<file path="config.mk">
export PLATFORM = sky130hd
export DESIGN_NAME = somador_com_sinal_acumulador
export DESIGN_NICKNAME = d
export VERILOG_FILES = /design/src/rtl/somador_com_sinal_acumulador.sv
export SDC_FILE = /design/constraint.sdc
export NUM_CORES = 1
export LEC_CHECK = 0
export BUFFER_PORTS_ARGS = -buffer_cell sky130_fd_sc_hd__buf_4
export CAP_MARGIN = 40
export CORE_AREA = 8 8 97 99
export DETAILED_ROUTE_END_ITERATION = 10
export DIE_AREA = 0 0 105 107
export PLACE_DENSITY = 0.5
export REMOVE_ABC_BUFFERS = 1
export SLEW_MARGIN = 30
export SYNTH_ARGS = -nofsm -noshare
export SYNTH_HDL_FRONTEND = slang
export SYNTH_SLANG_ARGS = --single-unit
export TNS_END_PERCENT = 5
</file>
<file path="constraint.sdc">
create_clock -name clk -period 4.2 [get_ports clk]
set_input_delay 0.84 -clock clk [delete_from_list [all_inputs] [get_ports clk]]
set_output_delay 0.84 -clock clk [all_outputs]
set_load 0.02 [all_outputs]
</file>
<file path="src/rtl/somador_com_sinal_acumulador.sv">
// Two-stage pipelined signed/unsigned adder-subtractor with an internal accumulator,
// saturating or wrapping result and overflow flag, valid/ready on both sides.
module somador_com_sinal_acumulador #(
    parameter int LARGURA_A = 8,
    parameter int LARGURA_B = 4,
    parameter int LARGURA_S = 8,
    parameter bit SATURAR   = 1'b1
) (
    input  logic                 clk,
    input  logic                 rst,
    input  logic                 entrada_valida,
    output logic                 entrada_pronta,
    input  logic [LARGURA_A-1:0] entrada_a,
    input  logic [LARGURA_B-1:0] entrada_b,
    input  logic [2:0]           codigo,
    output logic                 saida_valida,
    input  logic                 saida_pronta,
    output logic [LARGURA_S-1:0] saida,
    output logic                 overflow
);

    localparam int MAX_AB = (LARGURA_A > LARGURA_B) ? LARGURA_A : LARGURA_B;
    localparam int W      = ((MAX_AB > LARGURA_S) ? MAX_AB : LARGURA_S) + 2;

    localparam logic signed [W-1:0] UM      = W'(1);
    localparam logic signed [W-1:0] MAX_SIN = (UM <<< (LARGURA_S - 1)) - UM;
    localparam logic signed [W-1:0] MIN_SIN = -(UM <<< (LARGURA_S - 1));
    localparam logic signed [W-1:0] MAX_USN = (UM <<< LARGURA_S) - UM;
    localparam logic signed [W-1:0] MIN_USN = '0;

    typedef enum logic [2:0] {
        OP_SOMA_SS  = 3'b000,
        OP_SOMA_UU  = 3'b001,
        OP_SOMA_US  = 3'b010,
        OP_SUB_SS   = 3'b011,
        OP_ACC_S    = 3'b100,
        OP_ACC_U    = 3'b101,
        OP_ZERA     = 3'b110,
        OP_CARREGA  = 3'b111
    } codigo_t;

    // Stage 1 state
    logic                 s1_valida_reg;
    logic signed [W-1:0]  s1_a_reg;
    logic signed [W-1:0]  s1_b_reg;
    codigo_t              s1_codigo_reg;

    // Stage 2 state
    logic                 saida_valida_reg;
    logic [LARGURA_S-1:0] saida_reg;
    logic                 overflow_reg;
    logic [LARGURA_S-1:0] acc_reg;

    logic                 avanca;
    logic signed [W-1:0]  a_ext;
    logic signed [W-1:0]  b_ext;
    logic signed [W-1:0]  acc_ext;
    logic signed [W-1:0]  verdadeiro;
    logic signed [W-1:0]  limite_sup;
    logic signed [W-1:0]  limite_inf;
    logic                 resultado_com_sinal;
    logic                 acc_atualiza;
    logic                 acima;
    logic                 abaixo;
    logic [LARGURA_S-1:0] saida_next;
    logic                 overflow_next;

    // A single global advance signal stalls both stages together.
    assign avanca         = !saida_valida_reg || saida_pronta;
    assign entrada_pronta = avanca;
    assign saida_valida   = saida_valida_reg;
    assign saida          = saida_reg;
    assign overflow       = overflow_reg;

    // Operand extension according to the interpretation each code gives A and B.
    always_comb begin
        a_ext = {{(W-LARGURA_A){1'b0}}, entrada_a};
        b_ext = '0;
        case (codigo)
            OP_SOMA_SS, OP_SUB_SS, OP_ACC_S, OP_CARREGA:
                a_ext = {{(W-LARGURA_A){entrada_a[LARGURA_A-1]}}, entrada_a};
            default:
                a_ext = {{(W-LARGURA_A){1'b0}}, entrada_a};
        endcase
        case (codigo)
            OP_SOMA_SS, OP_SOMA_US, OP_SUB_SS:
                b_ext = {{(W-LARGURA_B){entrada_b[LARGURA_B-1]}}, entrada_b};
            OP_SOMA_UU:
                b_ext = {{(W-LARGURA_B){1'b0}}, entrada_b};
            default:
                b_ext = '0;
        endcase
    end

    // Stage 2 arithmetic on the W-bit signed intermediate.
    always_comb begin
        verdadeiro          = '0;
        resultado_com_sinal = 1'b1;
        acc_atualiza        = 1'b0;
        acc_ext             = {{(W-LARGURA_S){acc_reg[LARGURA_S-1]}}, acc_reg};
        case (s1_codigo_reg)
            OP_SOMA_SS: verdadeiro = s1_a_reg + s1_b_reg;
            OP_SOMA_UU: begin
                verdadeiro          = s1_a_reg + s1_b_reg;
                resultado_com_sinal = 1'b0;
            end
            OP_SOMA_US: verdadeiro = s1_a_reg + s1_b_reg;
            OP_SUB_SS:  verdadeiro = s1_a_reg - s1_b_reg;
            OP_ACC_S: begin
                verdadeiro   = acc_ext + s1_a_reg;
                acc_atualiza = 1'b1;
            end
            OP_ACC_U: begin
                acc_ext             = {{(W-LARGURA_S){1'b0}}, acc_reg};
                verdadeiro          = acc_ext + s1_a_reg;
                resultado_com_sinal = 1'b0;
                acc_atualiza        = 1'b1;
            end
            OP_ZERA: begin
                verdadeiro   = '0;
                acc_atualiza = 1'b1;
            end
            OP_CARREGA: begin
                verdadeiro   = s1_a_reg;
                acc_atualiza = 1'b1;
            end
            default: verdadeiro = '0;
        endcase
    end

    // Range check, then clamp or wrap into LARGURA_S bits.
    always_comb begin
        limite_sup    = resultado_com_sinal ? MAX_SIN : MAX_USN;
        limite_inf    = resultado_com_sinal ? MIN_SIN : MIN_USN;
        acima         = verdadeiro > limite_sup;
        abaixo        = verdadeiro < limite_inf;
        overflow_next = acima || abaixo;
        saida_next    = verdadeiro[LARGURA_S-1:0];
        if (SATURAR) begin
            if (acima) begin
                saida_next = limite_sup[LARGURA_S-1:0];
            end else if (abaixo) begin
                saida_next = limite_inf[LARGURA_S-1:0];
            end
        end
    end

    always_ff @(posedge clk or posedge rst) begin
        if (rst) begin
            s1_valida_reg    <= 1'b0;
            s1_a_reg         <= '0;
            s1_b_reg         <= '0;
            s1_codigo_reg    <= OP_SOMA_SS;
            saida_valida_reg <= 1'b0;
            saida_reg        <= '0;
            overflow_reg     <= 1'b0;
            acc_reg          <= '0;
        end else if (avanca) begin
            s1_valida_reg <= entrada_valida;
            if (entrada_valida) begin
                s1_a_reg      <= a_ext;
                s1_b_reg      <= b_ext;
                s1_codigo_reg <= codigo_t'(codigo);
            end
            saida_valida_reg <= s1_valida_reg;
            // Bubbles leave the result registers and the accumulator untouched.
            if (s1_valida_reg) begin
                saida_reg    <= saida_next;
                overflow_reg <= overflow_next;
                if (acc_atualiza) begin
                    acc_reg <= saida_next;
                end
            end
        end
    end

endmodule

</file>
== Word-level counts from Yosys, hierarchy flattened ==
Index checks and enable logic that the tools add are counted.

* Register bits after elaboration: 42
* Latch bits: 0
* RAM bits: 0
* Bits in read-only memories: 0
* Input port bits: 19
* Output and inout port bits: 11
* Logic and storage cells: 47
* Memories: 0

* $add $sub $neg: 4
* Multipliers: 0
* Div/mod/pow operators: 0
* Magnitude comparators: 2
* Equality and inequality tests: 12
* Shift operators: 0
* Multiplexer cells: 8
* Bitwise logic cells: 0
* Reduce and logical (&&, ||, !) cells: 13

{| class="wikitable"
|+ Operator list
! kind !! number
|-
| 10-bit case mux with 6 select lines || 1
|-
| 8-bit two-way mux || 3
|-
| 10-bit two-way mux || 2
|-
| 10-bit case mux with 2 select lines || 1
|-
| 3-bit == test, second input constant || 6
|-
| 3-bit by 2-bit == test with 1-bit output, second input constant || 4
|-
| 10-bit adder || 1
|-
| 8-bit by 10-bit adder with 10-bit output || 1
|-
| 9-bit by 10-bit adder with 10-bit output || 1
|-
| 10-bit by 9-bit > comparator with 1-bit output || 1
|-
| 10-bit less-than comparator || 1
|-
| 10-bit subtractor || 1
|-
| 4-bit OR reduction || 2
|-
| 3-bit by 1-bit == test with 1-bit output, second input constant || 2
|-
| 3-bit zero test || 2
|-
| 3-bit OR reduction || 2
|-
| 2-bit AND reduction || 2
|-
| 3-bit AND reduction || 1
|-
| 1-bit logical OR || 2
|-
| 2-bit OR reduction || 1
|-
| 1-bit zero test || 1
|-
| 1-bit two-way mux || 1
|}

== Logic depth before layout (Yosys ltp) ==
Gate-level depths: netlist of the first run.

* Word-level depth: 6
* Mapped depth: 22
* Mapped depth without buffers: 21

== Least setup slack after synthesis of the first run ==
Ideal clock, no wire load.

* Path type: flip-flop to flip-flop
* Start point: register s1_codigo_reg[0]
* End point: register acc_reg[1]
* Setup time: 0.125 ns
* Arrival: 4.198 ns
* Data required time: 4.075 ns
* Slack: -0.122 ns
* Cell stages (with the launch flop): 20
* Path buffers: 3
* Clock period less this slack: 4.322 ns
* Cells stage by stage: dfrtp_1 -> buf_2 -> clkbuf_1 -> nor2b_1 -> o31ai_1 -> xnor2_1 -> nand2_1 -> o21ai_0 -> ha_1 -> buf_2 -> nand3_1 -> o2111ai_1 -> a221oi_4 -> mux2i_1 -> o31ai_4 -> or2_2 -> ha_1 -> o21ai_0 -> o21ai_2 -> mux2_2

* Word-level cells in the longest chain between the ends: 6
* Elaborated cells on any way between the ends: 20
* Those cells by class: order compare: 2; eq/ne: 7; mux: 6; reduce/logical: 5

{| class="wikitable"
|+ RTL lines
! element !! line !! RTL
|-
| start, declared || 46 || <nowiki>codigo_t s1_codigo_reg;</nowiki>
|-
| start signal, assigned || 163 || <nowiki>s1_codigo_reg <= codigo_t'(codigo);</nowiki>
|-
| 3-bit by 2-bit == test with 1-bit output, or another cell as far along || 101 || <nowiki>case (s1_codigo_reg)</nowiki>
|-
| 3-bit OR reduction (no source line) / 2-bit OR reduction (equally long branches) || - ||
|-
| 10-bit case mux with 6 select lines / 10-bit two-way mux (equally long branches) || 101, 134 ||
|-
| 10-bit less-than comparator || 136 || <nowiki>abaixo = verdadeiro < limite_inf;</nowiki>
|-
| 8-bit two-way mux || 142 || <nowiki>end else if (abaixo) begin</nowiki>
|-
| 8-bit two-way mux || 140 || <nowiki>if (acima) begin</nowiki>
|-
| end signal, assigned || 171 || <nowiki>acc_reg <= saida_next;</nowiki>
|-
| end, declared || 52 || <nowiki>logic [LARGURA_S-1:0] acc_reg;</nowiki>
|}

Parallel ways exist; a longest one is shown, timed or not.
A chain may end at the register's enable or synchronous reset.

== Final worst setup path of the first run ==
* Start point: register s1_b_reg[1]
* End point: register saida_reg[3], in the netlist saida[3]

* Word-level cells in the longest chain between the ends: 5
* Elaborated cells on any way between the ends: 7
* Those cells by class: add/sub: 2; order compare: 2; mux: 3

{| class="wikitable"
|+ RTL lines
! element !! line !! RTL
|-
| start, declared || 45 || <nowiki>logic signed [W-1:0] s1_b_reg;</nowiki>
|-
| start signal, assigned || 162 || <nowiki>s1_b_reg <= b_ext;</nowiki>
|-
| 10-bit subtractor / 10-bit adder (equally long branches) || - ||
|-
| 10-bit case mux with 6 select lines * || 101 ||
|-
| 10-bit less-than comparator || 136 ||
|-
| 8-bit two-way mux || 142 ||
|-
| 8-bit two-way mux * || 140 ||
|-
| end signal, assigned || 168 || <nowiki>saida_reg <= saida_next;</nowiki>
|-
| end, declared || 50 || <nowiki>logic [LARGURA_S-1:0] saida_reg;</nowiki>
|}

Mark *: on every way between the ends. The rest lies on a longest branch, timed or not.

==> results of run 1 <==
-- Yosys cell counts, types with 3 or more instances --
master / count
nand3_1: 10
buf_2: 5
mux2_2: 19
o21ai_1: 6
clkbuf_1: 7
a211oi_1: 4
nand2b_1: 6
nor2b_1: 6
a21oi_1: 21
nor4_1: 5
a211o_1: 3
nor3_1: 3
nor2_1: 13
o21a_1: 3
mux2i_1: 3
o21ai_0: 20
ha_1: 20
inv_1: 21
dfrtp_1: 36
o31ai_1: 4
xnor2_1: 4
nand2_1: 37
a31oi_1: 4
o21ai_2: 3
-- stage by stage --
| stage | setup slack (ps) | cells |
|---|---|---|
| floorplan | -7.87 | 286 |
| global placement | -47.9 | 441 |
| detailed placement | -93.9 | 442 |
| CTS | 1.56 | 451 |
| global route | -65.6 | 453 |
| finish | 101 | 453 |
-- path summary, 6_finish.rpt --
path,startpoint,end,slack [ps],cells after the start
max,s1_b_reg[1],saida[3],100,20
min,overflow,overflow,490,1
max reg2reg,s1_b_reg[1],saida[3],100,20
min reg2reg,overflow,overflow,490,1
max in group asynchronous,rst,s1_b_reg[0],2820,3
min in group asynchronous,rst,acc_reg[3],630,2
-- cells by family (layout without fill, tap and decap cells) --
kind of cell / count (synthesis) / count (layout) / synth area share
AO/OA/AOI/OAI: 91 / 91 / 0.240
AND/OR/NAND/NOR: 89 / 89 / 0.161
flip-flops: 36 / 36 / 0.336
buffers and inverters: 35 / 83 / 0.0513
multiplexers: 22 / 22 / 0.0910
adder cells (fa/ha/maj): 21 / 21 / 0.101
XOR/XNOR: 6 / 6 / 0.0196
-- cell type report --
| cell class | instances | area, um2 | share of cell area |
|---|---|---|---|
| Inverter | 21 | 78.8 | 0.0232 |
| Multi-Input combinational cell | 229 | 1780 | 0.523 |
| Clock buffer | 7 | 86.3 | 0.0254 |
| Tap cell | 105 | 131 | 0.0387 |
| Clock inverter | 1 | 7.51 | 0.00221 |
| Sequential cell | 36 | 903 | 0.266 |
| Timing Repair Buffer | 54 | 413 | 0.122 |
-- power groups by stage --
stage / Sequential [uW] / Combinational (uW) / Clock, uW
floorplan: 597 / 810 / 0
global placement: 557 / 1260 / 0
detailed placement: 555 / 1280 / 0
CTS: 550 / 1310 / 287
global route: 568 / 1570 / 298
finish: 553 / 1440 / 276
-- timing repair --
action,CTS,global route
pin swaps,2,7
setup buffers,1,2
gates resized for setup,3,28
endpoints found under the hold margin,0,0
endpoints found under the setup margin,17,17
-- critical path: cells and delay by family (launching register included) --
kind	cells	cell delay [ps]
adder cells (fa/ha/maj)	4	1000
buffers and inverters	1	70
flip-flops	1	450
multiplexers	2	600
AND/OR/NAND/NOR	7	830
AO/OA/AOI/OAI	6	1020
-- per-layer routing --
metal | wire length [um] | global-route usage | vias to the layer above
met5 | 0 | 0 | -
met4 | 138 | 0.0428 | 0
met3 | 163 | 0.0198 | 13
met2 | 3590 | 0.221 | 40
met1 | 3450 | 0.167 | 1108
li1 | - | - | 1183
==> impl_summary.log, run 1 <==
[metrics] # IOs: 30
[metrics] Gate Count Post-Synth: 300
[metrics] via count of the routed design: 2344
[metrics] result of the run: finished clean
[metrics] clk sink count: 36
[metrics] Diodes inserted: 0
[metrics] cell type with the largest total area after synthesis: dfrtp_1
[metrics] final period utilization: 0.976
[metrics] die outline width: 105 um
[metrics] achievable frequency: 244 MHz
[metrics] leading register cell type out of synthesis: dfrtp_1
[metrics] proportion of synthesized chip area in sequential cells: 0.336
[metrics] global-route wire length before repair: 12000 um
[metrics] Crit Path Category: reg -> reg
[metrics] share of power burned in combinational logic: 0.634
[metrics] count of standard-cell rows: 33
[metrics] half-perimeter wire length after placement: 5550 um
[metrics] core footprint: around 7900 um2
[metrics] leakage power total: 0.00149 uW
[metrics] Overall Global Routing Usage: 0.131
[metrics] most frequent cells in the layout: buf_4 (52), nand2_1 (37), dfrtp_1 (34)
[metrics] switching power summed over all nets: 1010 uW
[metrics] Hold Buf Count CTS: 0
[metrics] final number of setup-violating endpoints: 0
[metrics] total congestion overflow: 0
[metrics] data arrival time of the critical path: 4280 ps
[metrics] area grow syn2layout: 26.6%
[metrics] initial cell density of the core: 0.338
[metrics] largest fanout on the critical path: 6
[metrics] worst stage delay on the critical path: 450 ps
[metrics] power density normalized to cell area: 667 nW/um2
[metrics] Worst Setup End Kind: flip-flop
[metrics] violation count after the first detailed-route iteration: 117
[metrics] FFs w/ async S/R, synth: 1.00
[metrics] average cell area after synthesis: between 8 and 9 um2
[metrics] final weighted congestion of routability-driven global placement: 0.859
[metrics] Period minus WS final: 4100 ps
[metrics] DRT antenna net count: 0
[metrics] switching share of power: 0.446
[metrics] most frequent standard cell in the layout excluding fill and tap cells: buf_4
[metrics] count of yosys warnings during synthesis: 0
[metrics] synthesized flop and latch total: 36
[metrics] maximum clock path buffer count: 2
[metrics] pin count of the biggest net entering global routing: 22
[metrics] total power draw: 2260 uW
[metrics] internal portion of total power: 1250 uW
[metrics] WHS: 486 ps
[metrics] port buffer count: 29
[metrics] clock skew after layout: 11.0 ps
[metrics] RSZ-0062 raised after global routing: yes
[metrics] register clock-pin slew on the reported worst setup and hold paths: 90 ps
[metrics] DIE AREA: approximately 11000 um2
[metrics] cell type with the highest occurrence count on the critical path: nand2_1
[metrics] clock latency on the worst-skew pair: about 300 ps
[metrics] Hold Vio Cnt, Final: 0
[metrics] height of the chip: 107 um
[metrics] antenna violations before repair: 0
[metrics] proportion of power drawn by the clock network: 0.122
[metrics] CTS tree: yes
[metrics] Worst Path Required: 4380 ps
[metrics] DRC violations left: 0
[metrics] TritonCTS Buffers: 5
[metrics] count of nets after finishing: ~390
[metrics] filler cell count in the final layout: between 800 and 900
[metrics] cell types occupying the most area after synthesis: dfrtp_1 (34%), ha_1 (9.3%), mux2_2 (8.0%)
[metrics] Startpoint Class: flip-flop
[metrics] top-area cell type share of the netlist area: 0.336
[metrics] number of iterations in the first detailed-routing pass: 4
[metrics] maximum capacitance violations: 0
[metrics] crit path max-delay cell type: dfrtp_2
[metrics] Cell Area, Synth: 2680 um2
[metrics] number of enable flip-flop cells after synthesis: 0
[metrics] final count of pins violating max slew: 0
[metrics] final wirelength: 7340 um
[metrics] Hold/Removal Path Class: reg -> reg
[metrics] Unique masters post-synth: 54
[metrics] Flop pwr share: 0.244
[metrics] utilization after layout: 0.429
[metrics] routed wire length per instance: 16.2 um
[metrics] vias per std cell: 5.17
[metrics] Root Driver: clkbuf_8
[metrics] Relative slew margins: 0.569
[metrics] vias in the first global route: 2428
[metrics] maximum vdd drop: around 0.00026 V
[metrics] number of flip-flops under the largest register name: 9
[metrics] H-tree depth: 2
[metrics] post-route cell area: 3400 um2
[metrics] Cell Area, Placed: 3140 um2
[metrics] actual transition at the worst max-transition pin: 645 ps
[metrics] layout cells sized above 1: 0.333
[metrics] total negative setup slack: 0 ps
[metrics] crit-path cells: inv_2 > ha_1 > nand2_1 > ha_1 > nand2_1 > nand3_2 > o21ai_2 > ha_4 > a21oi_4 > o2111ai_4 > a221oi_4 > mux2i_2 > o31ai_4 > or2_2 > ha_4 > nand3_2 > o21a_4 > nand2_1 > nand2_1 > mux2_2
(Power assumes the default switching activity.)
==> inputs of run 2 (changes only) <==
- CORE_AREA: 8 8 97 99 -> 8 8 87 127
- DIE_AREA: 0 0 105 107 -> 0 0 95 135
- PLACE_DENSITY: 0.5 -> 0.44
==> impl_summary.log, run 2 (synthesis results as in run 1) <==
[metrics] result of the run: finished clean
[metrics] Worst Setup End Kind: flip-flop
[metrics] vias per std cell: between 5 and 6
[metrics] switching power summed over all nets: 1040 uW
[metrics] area grow syn2layout: 31.9%
[metrics] DRT antenna net count: 0
[metrics] half-perimeter wire length after placement: 6020 um
[metrics] Worst R2R End: saida[7]
[metrics] clk sink count: 36
[metrics] Hold Vio Cnt, Final: 0
[metrics] layout cells sized above 1: 0.362
[metrics] count of nets after finishing: 395
[metrics] vias in the first global route: between 2000 and 2500
[metrics] pin count of the biggest net entering global routing: 37
[metrics] filler cell count in the final layout: 946
[metrics] Crit Path Category: reg -> reg
[metrics] leakage power total: roughly 0.0016 uW
[metrics] final wirelength: around 7600 um
[metrics] data arrival time of the critical path: 4190 ps
[metrics] die outline width: 95 um
[metrics] routed wire length per instance: around 16 um
[metrics] clock skew after layout: 6.23 ps
[metrics] achievable frequency: about 250 MHz
[metrics] initial cell density of the core: 0.292
[metrics] global-route wire length before repair: ~12000 um
[metrics] maximum capacitance violations: 0
[metrics] largest fanout on the critical path: 4
[metrics] via count of the routed design: 2444
[metrics] H-tree depth: 2
[metrics] count of standard-cell rows: 43
[metrics] Hold/Removal Path Class: reg -> reg
[metrics] most frequent cells in the layout: buf_4 (61), nand2_1 (37), dfrtp_1 (33)
[metrics] register clock-pin slew on the reported worst setup and hold paths: 60 ps
[metrics] Worst Path Required: 4400 ps
[metrics] CP Capture Point: saida[7]
[metrics] TritonCTS Buffers: 5
[metrics] switching share of power: 0.431
[metrics] met2 Use GR: 0.228
[metrics] utilization after layout: 0.385
[metrics] global routing's busiest layer: met2
[metrics] height of the chip: 135 um
[metrics] DRC violations left: 0
[metrics] port buffer count: 29
[metrics] most frequent standard cell in the layout excluding fill and tap cells: buf_4
[metrics] proportion of power drawn by the clock network: 0.153
[metrics] register-to-register setup slack: 220 ps
[metrics] antenna violations before repair: 0
[metrics] number of flip-flops under the largest register name: 9
[metrics] launch point of the critical path: s1_b_reg[1]
[metrics] Relative slew margins: 0.658
[metrics] Overall Global Routing Usage: 0.122
[metrics] final period utilization: 0.948
[metrics] met1 Track Usage GR: 0.133
[metrics] met3 usage in global routing: 0.0156
[metrics] share of power burned in combinational logic: 0.616
[metrics] core footprint: 9200 um2
[metrics] power density normalized to cell area: between 600 and 700 nW/um2
[metrics] final weighted congestion of routability-driven global placement: around 0.85
[metrics] maximum clock path buffer count: 2
[metrics] Flop pwr share: 0.231
[metrics] DIE AREA: 12800 um2
[metrics] number of cells after detailed placement: 453
[metrics] reg2reg start: s1_b_reg[1]
[metrics] RSZ-0062 raised after global routing: yes
[metrics] Startpoint Class: flip-flop
[metrics] total congestion overflow: 0
[metrics] internal portion of total power: 1370 uW
[metrics] post-layout instance count excluding filler cells: 468
[metrics] Root Driver: clkbuf_16
[metrics] Period minus WS final: 3980 ps
[metrics] Worst Reg2Reg Path Length in Cells: 22
[metrics] # IOs: 30
[metrics] final number of setup-violating endpoints: 0
[metrics] clock latency on the worst-skew pair: 290 ps
[metrics] actual transition at the worst max-transition pin: ~510 ps
[metrics] number of iterations in the first detailed-routing pass: 4
[metrics] Diodes inserted: 0
[metrics] maximum vdd drop: 0.000230 V
[metrics] violation count after the first detailed-route iteration: 148
[metrics] final count of pins violating max slew: 0
[metrics] CTS tree: yes
-- run 2: changes by cell type in the layout (fill, tap and decap cells not counted), sizes merged --
cell      previous run  this run
buf                 54        62
clkinv               0         3
clkbuf               7         5
clkinvlp             1         0
-- run 2: worst min-delay path by stage --
stage / from / endpoint / depth (start not counted)
floorplan: acc_reg[0] / acc_reg[0] / 2
global placement: overflow / overflow / 1
CTS: overflow / overflow / 1
finish: overflow / overflow / 1
detailed placement: overflow / overflow / 1
global route: overflow / overflow / 1
-- run 2: power by group through the flow --
stage	combinational, uW	clock (uW)	sequential [uW]
floorplan	810	0	597
global placement	1330	0	561
detailed placement	1340	0	562
CTS	1370	381	556
global route	1630	392	570
finish	1490	368	558
-- run 2: layer usage --
layer | up-vias | wire [um]
met5 | - | 0
met4 | 0 | 175
met3 | 10 | 147
met2 | 44 | 4230
met1 | 1191 | 3050
li1 | 1199 | -
-- run 2: cell type report --
type,count,area (um2),share of cell area
well taps,112,140,0.0396
inverters,21,78.8,0.0223
clock buffers,5,125,0.0354
multi-input cells,229,1800,0.508
flip-flops and latches,36,905,0.256
repair buffers,62,473,0.134
clock inverters,3,18.8,0.00530
-- run 2: critical path, cell delays in order, from the launching register on --
cell and delay, ps:
dfrtp_2 440, inv_2 80, ha_2 170, nand2_1 80
ha_1 270, nand2_1 90, nand3_2 120, o21ai_4 120
ha_4 240, a21oi_4 150, buf_4 130, o2111ai_1 110
a21oi_1 200, xnor2_1 120, a21oi_2 170, inv_1 60
ha_1 270, nand2_1 80, nor4_2 40, a41o_1 260
a211oi_2 350, o21ai_1 140, a21oi_1 210
-- run 2: stage by stage --
step	total power, uW	TNS, ps	hold WS, ps	worst slack [ps]	cell area [um2]
detailed placement	1900	-424	474	-55.8	3180
global placement	1890	-572	465	-61.1	3180
finish	2410	0	478	217	3540
CTS	2310	0	486	5.85	3340
global route	2600	-8.33	496	-8.33	3540
floorplan	1410	-47.2	450	-7.87	2620
-- run 2: what timing repair did --
| action | in CTS | in global routing |
|---|---|---|
| hold endpoints to repair | 0 | 0 |
| setup endpoints to repair | 12 | 17 |
| buffers inserted | 1 | 5 |
| hold buffers | 0 | 0 |
| gates resized for setup | 4 | 32 |
| pin swaps | 2 | 14 |
